--- src/rtl/spi_pkg.sv ---
// Shared SPI link constants: bus mode, receiver state encoding and sizing helpers.
package spi_pkg;

    localparam int unsigned CPOL           = 1;
    localparam int unsigned CPHA           = 1;
    localparam int unsigned DATA_W_DEF     = 8;
    localparam int unsigned MIN_OVERSAMPLE = 8;

    typedef enum logic {
        IDLE = 1'b0,
        RECV = 1'b1
    } state_t;

    // Width of a counter that must hold 0 .. n-1.
    function automatic int unsigned cnt_width(input int unsigned n);
        return (n <= 2) ? 1 : $clog2(n);
    endfunction

endpackage

--- src/rtl/spi_sync_edge.sv ---
// Multi-flop synchronizer for one asynchronous level, with rise/fall detection
// against one extra register stage.
module spi_sync_edge #(
    parameter int unsigned SYNC_STAGES = 2,
    parameter logic        RST_VAL     = 1'b0
) (
    input  logic In_clk,
    input  logic In_rst_n,
    input  logic din,
    output logic sync,
    output logic rise_c,
    output logic fall_c
);

    logic [SYNC_STAGES-1:0] chain;
    logic                   dly;

    always_ff @(posedge In_clk or negedge In_rst_n) begin
        if (!In_rst_n) begin
            chain <= {SYNC_STAGES{RST_VAL}};
            dly   <= RST_VAL;
        end else begin
            chain <= {chain[SYNC_STAGES-2:0], din};
            dly   <= chain[SYNC_STAGES-1];
        end
    end

    assign sync   = chain[SYNC_STAGES-1];
    assign rise_c = sync & ~dly;
    assign fall_c = ~sync & dly;

endmodule

--- src/rtl/spi_slave_rx_mode3.sv ---
// SPI mode-3 slave receiver, MSB first, oversampled in the In_clk domain.
// Emits each completed word with a one-cycle valid and flags partial-word aborts.
module spi_slave_rx_mode3
    import spi_pkg::*;
#(
    parameter int unsigned DATA_W      = DATA_W_DEF,
    parameter int unsigned SYNC_STAGES = 2
) (
    input  logic              In_clk,
    input  logic              In_rst_n,
    input  logic              In_spi_cs_n,
    input  logic              In_spi_sclk,
    input  logic              In_spi_mosi,
    output logic [DATA_W-1:0] Out_rx_data,
    output logic              Out_rx_valid,
    output logic              Out_rx_busy,
    output logic              Out_frame_err
);

    localparam int unsigned CNT_W          = cnt_width(DATA_W);
    localparam int unsigned SETTLE         = SYNC_STAGES + 1;
    localparam int unsigned SETTLE_W       = cnt_width(SETTLE + 1);
    localparam bit          SAMPLE_ON_RISE = (CPOL == CPHA);

    logic cs_s, cs_rise_c, cs_fall_c;
    logic sclk_level_unused, sclk_rise_c, sclk_fall_c;
    logic sample_c;
    logic mosi_s;
    logic [SYNC_STAGES-1:0] mosi_chain;

    spi_sync_edge #(
        .SYNC_STAGES (SYNC_STAGES),
        .RST_VAL     (1'b1)
    ) u_sync_cs (
        .In_clk   (In_clk),
        .In_rst_n (In_rst_n),
        .din      (In_spi_cs_n),
        .sync     (cs_s),
        .rise_c   (cs_rise_c),
        .fall_c   (cs_fall_c)
    );

    spi_sync_edge #(
        .SYNC_STAGES (SYNC_STAGES),
        .RST_VAL     (1'(CPOL))
    ) u_sync_sclk (
        .In_clk   (In_clk),
        .In_rst_n (In_rst_n),
        .din      (In_spi_sclk),
        .sync     (sclk_level_unused),
        .rise_c   (sclk_rise_c),
        .fall_c   (sclk_fall_c)
    );

    // MOSI gets the same depth as SCLK so data stays aligned to the sampling edge.
    always_ff @(posedge In_clk or negedge In_rst_n) begin
        if (!In_rst_n) begin
            mosi_chain <= '0;
        end else begin
            mosi_chain <= {mosi_chain[SYNC_STAGES-2:0], In_spi_mosi};
        end
    end

    assign mosi_s   = mosi_chain[SYNC_STAGES-1];
    assign sample_c = SAMPLE_ON_RISE ? sclk_rise_c : sclk_fall_c;

    // A CS already low at reset release must not open a frame: arm only after
    // the sync chain has refilled and CS has been seen high.
    logic [SETTLE_W-1:0] settle_cnt;
    logic                cs_armed;

    always_ff @(posedge In_clk or negedge In_rst_n) begin
        if (!In_rst_n) begin
            settle_cnt <= '0;
            cs_armed   <= 1'b0;
        end else begin
            if (settle_cnt != SETTLE_W'(SETTLE)) begin
                settle_cnt <= settle_cnt + SETTLE_W'(1);
            end
            if ((settle_cnt == SETTLE_W'(SETTLE)) && cs_s) begin
                cs_armed <= 1'b1;
            end
        end
    end

    state_t              state, state_nxt;
    logic [CNT_W-1:0]    bit_cnt, bit_cnt_nxt;
    logic [DATA_W-1:0]   shift, shift_nxt;
    logic [DATA_W-1:0]   rx_data_nxt;
    logic                rx_valid_nxt;
    logic                frame_err_nxt;

    always_ff @(posedge In_clk or negedge In_rst_n) begin
        if (!In_rst_n) begin
            state         <= IDLE;
            bit_cnt       <= '0;
            shift         <= '0;
            Out_rx_data   <= '0;
            Out_rx_valid  <= 1'b0;
            Out_rx_busy   <= 1'b0;
            Out_frame_err <= 1'b0;
        end else begin
            state         <= state_nxt;
            bit_cnt       <= bit_cnt_nxt;
            shift         <= shift_nxt;
            Out_rx_data   <= rx_data_nxt;
            Out_rx_valid  <= rx_valid_nxt;
            Out_rx_busy   <= (state_nxt == RECV);
            Out_frame_err <= frame_err_nxt;
        end
    end

    // CS deassertion takes priority over a coincident sample edge.
    always_comb begin
        state_nxt     = state;
        bit_cnt_nxt   = bit_cnt;
        shift_nxt     = shift;
        rx_data_nxt   = Out_rx_data;
        rx_valid_nxt  = 1'b0;
        frame_err_nxt = 1'b0;

        case (state)
            IDLE: begin
                if (cs_fall_c && cs_armed) begin
                    bit_cnt_nxt = '0;
                    shift_nxt   = '0;
                    state_nxt   = RECV;
                end
            end
            RECV: begin
                if (cs_rise_c) begin
                    frame_err_nxt = (bit_cnt != '0);
                    bit_cnt_nxt   = '0;
                    state_nxt     = IDLE;
                end else if (sample_c) begin
                    shift_nxt = {shift[DATA_W-2:0], mosi_s};
                    if (bit_cnt == CNT_W'(DATA_W - 1)) begin
                        bit_cnt_nxt  = '0;
                        rx_data_nxt  = {shift[DATA_W-2:0], mosi_s};
                        rx_valid_nxt = 1'b1;
                    end else begin
                        bit_cnt_nxt = bit_cnt + CNT_W'(1);
                    end
                end
            end
            default: begin
                state_nxt = IDLE;
            end
        endcase
    end

endmodule

--- config.mk ---
export PLATFORM = sky130hd
export DESIGN_NAME = spi_slave_rx_mode3
export DESIGN_NICKNAME = d
export VERILOG_FILES = /design/src/rtl/spi_pkg.sv /design/src/rtl/spi_sync_edge.sv /design/src/rtl/spi_slave_rx_mode3.sv
export SDC_FILE = /design/constraint.sdc
export NUM_CORES = 1
export LEC_CHECK = 0
export ABC_AREA = 0
export CORE_MARGIN = 5
export CORE_UTILIZATION = 40
export CTS_CLUSTER_SIZE = 40
export DETAILED_ROUTE_END_ITERATION = 10
export PLACE_DENSITY_LB_ADDON = 0.12
export SYNTH_ARGS = -nofsm -noshare
export SYNTH_HDL_FRONTEND = slang
export SYNTH_SLANG_ARGS = --single-unit
--- constraint.sdc ---
create_clock -name In_clk -period 1.6 [get_ports In_clk]
set_input_delay 0.24 -clock In_clk [delete_from_list [all_inputs] [get_ports In_clk]]
set_output_delay 0.24 -clock In_clk [all_outputs]
set_load 0.1 [all_outputs]
After elaboration in Yosys (flattened, before gate mapping)
Cells that the tools add are included.
W data, S select, Z words.
{"block": "totals", "regBits": 32, "output_inout_bits": 11, "elab_cells": 54}
{"block": "classes", "add_sub_neg": 2, "eq_ne": 7, "mux": 18, "bitwise": 8, "n_reduce_logical": 6}
{"operator": "$mux W7", "count": 3}
{"operator": "$pmux W7 S2", "count": 1}
{"operator": "$mux W3", "count": 4}
{"operator": "$mux W1", "count": 8}
{"operator": "$ne A2 B2 Y1 const B", "count": 4}
{"operator": "$pmux W3 S2", "count": 1}
{"operator": "$not A1 Y1", "count": 5}
{"operator": "$reduce_and A4 Y1", "count": 1}
{"operator": "$add A3 B1 Y3 const B", "count": 1}
{"operator": "$and A1 B1 Y1", "count": 3}
{"operator": "$eq A3 B3 Y1 const B", "count": 1}
{"operator": "$ne A3 B3 Y1 const B", "count": 1}
{"operator": "$reduce_and A3 Y1", "count": 1}
{"operator": "$reduce_bool A3 Y1", "count": 1}
{"operator": "$add A2 B1 Y2 const B", "count": 1}
{"operator": "$eq A2 B2 Y1 const B", "count": 1}
{"operator": "$logic_and A1 B1 Y1", "count": 2}
{"operator": "$pmux W1 S2", "count": 1}
{"operator": "$reduce_and A2 Y1", "count": 1}

Longest topological paths before layout
Gate-level depths: netlist of the first run.
{"block": "depth", "ltp_word": 5, "depth_mapped": 4, "mapped_depth_nobuf": 4}

Hierarchy
Synthesis of the first run repeated with hierarchy kept, for this count alone.
{"block": "hier_totals", "hier_cells": 106, "hier_area_um2": 1311.3}
{"mod": "spi_slave_rx_mode3", "instances": 1, "cells_each": 96, "area_per_inst_um2": 1123.6, "seq_area_each_um2": 650.6}
{"mod": "spi_sync_edge", "instances": 2, "cells_each": 5, "area_per_inst_um2": 93.8, "seq_area_each_um2": 78.8}

Least setup slack after synthesis of the first run
Ideal clock, no wire load.
{"block": "synth_path", "kind": "register -> register", "from": "register state", "to": "register Out_rx_data[0]", "arrival_ps": 1703, "t_required_ps": 1474, "setup_slack_ps": -229, "path_stages_with_launch": 4, "period_less_slack_ps": 1829, "cell_sequence": "dfrtp_1 -> and3b_2 -> nand3_4 -> mux2_2"}
{"block": "synth_via", "elab_chain_len": 1}
{"item": "from (decl)", "line": "spi_slave_rx_mode3.sv:86", "rtl": "state_t state, state_nxt;"}
{"item": "from (signal assigned)", "line": "spi_slave_rx_mode3.sv:103", "rtl": "state <= state_nxt;"}
{"item": "$reduce_and A4 Y1 (no source line)"}
{"item": "to (signal assigned)", "line": "spi_slave_rx_mode3.sv:106", "rtl": "Out_rx_data <= rx_data_nxt;"}
{"item": "to (decl)", "line": "spi_slave_rx_mode3.sv:14", "rtl": "output logic [DATA_W-1:0] Out_rx_data,"}
No other way between the ends.
A chain may end at the register's enable or synchronous reset.

Final worst setup path of the first run
{"block": "layout_path", "from": "register bit_cnt[0]", "to": "register Out_rx_data[1]"}
{"block": "layout_via", "elab_chain_len": 2}
{"item": "from (decl)", "line": "spi_slave_rx_mode3.sv:87", "rtl": "logic [CNT_W-1:0] bit_cnt, bit_cnt_nxt;"}
{"item": "from (signal assigned)", "line": "spi_slave_rx_mode3.sv:104", "rtl": "bit_cnt <= bit_cnt_nxt;"}
{"item": "$eq A3 B3 Y1", "line": "spi_slave_rx_mode3.sv:137", "rtl": "if (bit_cnt == CNT_W'(DATA_W - 1)) begin"}
{"item": "$reduce_and A4 Y1 (no source line)"}
No other way between the ends.

==> metrics.txt, run 1 <==
num rows 20; clock tree buffer depth 2; TritonCTS buffer count 5; Synthesized Nets 86; clock latency on the worst-skew pair 0.34 ns; CP Max Fanout 9; period utilization 92.89%; clock-pin slew on the worst setup and hold paths 0.11 ns; Gate Count Post-Synth 77; Sequential Area 809.5 µm²; Power Dens Cells 947.8 mW/mm²; commonest cells in the netlist dfrtp_1, mux2_2, a22o_1; post-DR wirelength/cell 14.05 µm; net switching power 396.9 µW; DRT antenna net count 0; Critical Path AT 1.70 ns; layout cells sized above 1 39.00%; status completed; Final Non-Filler Cells 133; Slew @ Worst Pin between 0.4 and 0.5 ns; placer congestion estimate 0.6498; IO Count 16; clk sink count 32; Syn Area/Cell approximately 16 µm²; final setup TNS 0 ns; nature of the critical path startpoint flip-flop; Worst slew margin 72.96%; vias per cell 5.113; die width 64.89 µm; pin count of the biggest net entering global routing 33; Area growth syn-to-layout 30.32%; power consumption 1.488 mW; area of the multi-input gates 370.4 µm²; GRT Residual Overflow 0; CTS root buf clkbuf_4; post-synth top area share 54.00%; fin crit period 1.486 ns; first-pass GRT wire length 3415 µm; sw frac 26.67%; fin nets about 110; Final Skew 0.01879 ns; number of port buffers 15; top cells by area, synth dfrtp_1, dfstp_2, mux2_2; PostCTS Resize Cnt 0; WS Path Type reg -> reg; CTS tree done; Max-cap violations 0; leak pwr 0.7157 nW; placed insts 125; RSZ-0062 raised after global routing no; initial core utilization about two fifths; Synthesis Warnings 0; Die ar. roughly 0.0042 mm²; Final setup viols 0; FMAX 672.9 MHz; DRT iter0 DRCs 25; Cell variety after synth 22; peak supply drop 0.5655 mV; CP Data Required Time 1.81 ns; HPWL after detailed placement 1251 µm; core box area 0.002978 mm²; fin util 52.73%; Synth Flop Type dfrtp_1; initial antenna violation count 0; Final Hold Fails 0; htree depth 2; # diodes 0; Comb power frac 10.6%; total number of vias 680; max-slew violation count 0; Fillers 257; Clk network pwr share between 20% and 30%; TritonRoute pass-1 iters 4; Pint approximately 1.1 mW; sequential cell area fraction in the yosys report between 60% and 70%; Worst Hold Class in -> async; Post-Syn Area around 0.0012 mm²; number of synthesized flops with an enable pin 0; Die Ht approximately 65 µm; post-CTS setup buffers 0; Routed WL 1868 µm; total track usage ~11%; most common cell in the synthesized netlist dfrtp_1; Synth async-reset ratio 100.0%; vias in the first global route between 700 and 800; Flop pwr share 59.5%; most area-hungry cell type in the Yosys netlist dfrtp_1; synthesized flop and latch total 32; CP endpoint kind flip-flop; CTS Hold Bufs 0; DR DRC count 0
## layer usage
metal	GRT usage (%)	vias up	part of all wire, %
li1	-	322	-
met3	5.026	4	5.5
met4	5.541	0	1.7
met2	15.45	16	45
met5	0	-	0
met1	13.87	338	48
## kinds of logic after synthesis
group           Yosys count  synth area share, %
compound gates           15                10.70
mux                       9                8.411
simple gates             11                6.750
xor+xnor                  1               0.7270
flops                    32                67.08
buf+inv                   5                2.180
fa+ha+maj                 4                4.154
## state kept, by name, indices dropped and copies added, names as in the netlist, 2 cells and up
| name | count |
|---|---|
| mosi_chain | 2 |
| u_sync_sclk.chain | 2 |
| shift | 7 |
| u_sync_cs.chain | 2 |
| bit_cnt | 3 |
| settle_cnt | 2 |
| Out_rx_data | 8 |
## cell type report
type	instances	share of cell area, %
multi-input combinational	40	23.59
inverter	4	0.9562
timing repair buffer	16	17.85
clock inverter	2	0.7968
sequential	32	51.55
clock buffer	6	2.629
tap	33	2.629
## power by group through the flow
stage	Clock (mW)	Combinational [mW]	Sequential, mW
after floorplan	0	0.0666	0.922
after global placement	0	0.158	0.900
after detailed placement	0	0.162	0.900
after CTS	0.463	0.162	0.886
after global routing	0.501	0.175	0.894
final	0.445	0.157	0.886
## path summary, 6_finish.rpt
check,from,end,slack [ns],cells after the start
worst max-delay path,bit_cnt[0],Out_rx_data[1],0.11,4
min in group In_clk,In_spi_cs_n,u_sync_cs.chain[0],0.31,1
worst max register to register,bit_cnt[0],Out_rx_data[1],0.11,4
max in group asynchronous,In_rst_n,u_sync_sclk.chain[0],1.09,2
worst min register to register,mosi_chain[0],mosi_chain[1],0.36,0
worst min-delay path,In_rst_n,shift[1],0.25,2
## per-stage QoR
stage | area [µm²] | worst slack [ns] | hold WS (ns)
2_1_floorplan | 1206 | 0.04172 | -0.05559
3_3_place_gp | 1516 | 0.1873 | 0.3321
3_5_place_dp | 1516 | 0.1553 | 0.3371
4_1_cts | 1570 | 0.1162 | 0.2489
5_1_grt | 1570 | 0.06400 | 0.2593
6_report | 1570 | 0.1138 | 0.2524
## worst max-delay path, stage by stage (launching register included)
cell and delay (ns):
dfrtp_1 0.43, ha_1 0.21, ha_1 0.22, nand3_4 0.14
mux2_2 0.35
## placed cells by master (no fill, tap or decap)
master and n:
dfrtp_1 25, buf_12 12, mux2_2 9, a22o_1 7, dfstp_2 6, clkbuf_4 5, inv_1 4, ha_1 4
clkdlybuf4s50_1 4, a32o_1 3, nor2b_1 2, o21ai_0 2, a21o_1 2, nand2b_2 1, nor3_1 1, and3b_2 1
nand3_4 1, nand2b_1 1, nor3b_1 1, nand2_1 1, and2_1 1, nor2_1 1, a22oi_2 1, xnor2_1 1
clkinvlp_4 1, clkinv_2 1, clkbuf_1 1, dfrtp_2 1
No activity file was read; power rests on OpenSTA's default activity.
==> run 2, diff against run 1 <==
--- a/config.mk
+++ b/config.mk
@@ -6,6 +6,7 @@
 export NUM_CORES = 1
 export LEC_CHECK = 0
 export ABC_AREA = 0
+export CAP_MARGIN = 40
 export CORE_MARGIN = 5
 export CORE_UTILIZATION = 40
 export CTS_CLUSTER_SIZE = 40
==> results of run 2 <==
The final DEF is identical to that of run 1; final timing and power are the same.
==> run 3, diff against run 2 <==
--- a/config.mk
+++ b/config.mk
@@ -5,7 +5,6 @@
 export SDC_FILE = /design/constraint.sdc
 export NUM_CORES = 1
 export LEC_CHECK = 0
-export ABC_AREA = 0
 export CAP_MARGIN = 40
 export CORE_MARGIN = 5
 export CORE_UTILIZATION = 40
==> results of run 3 <==
The final DEF is identical to that of run 1; final timing and power are the same.
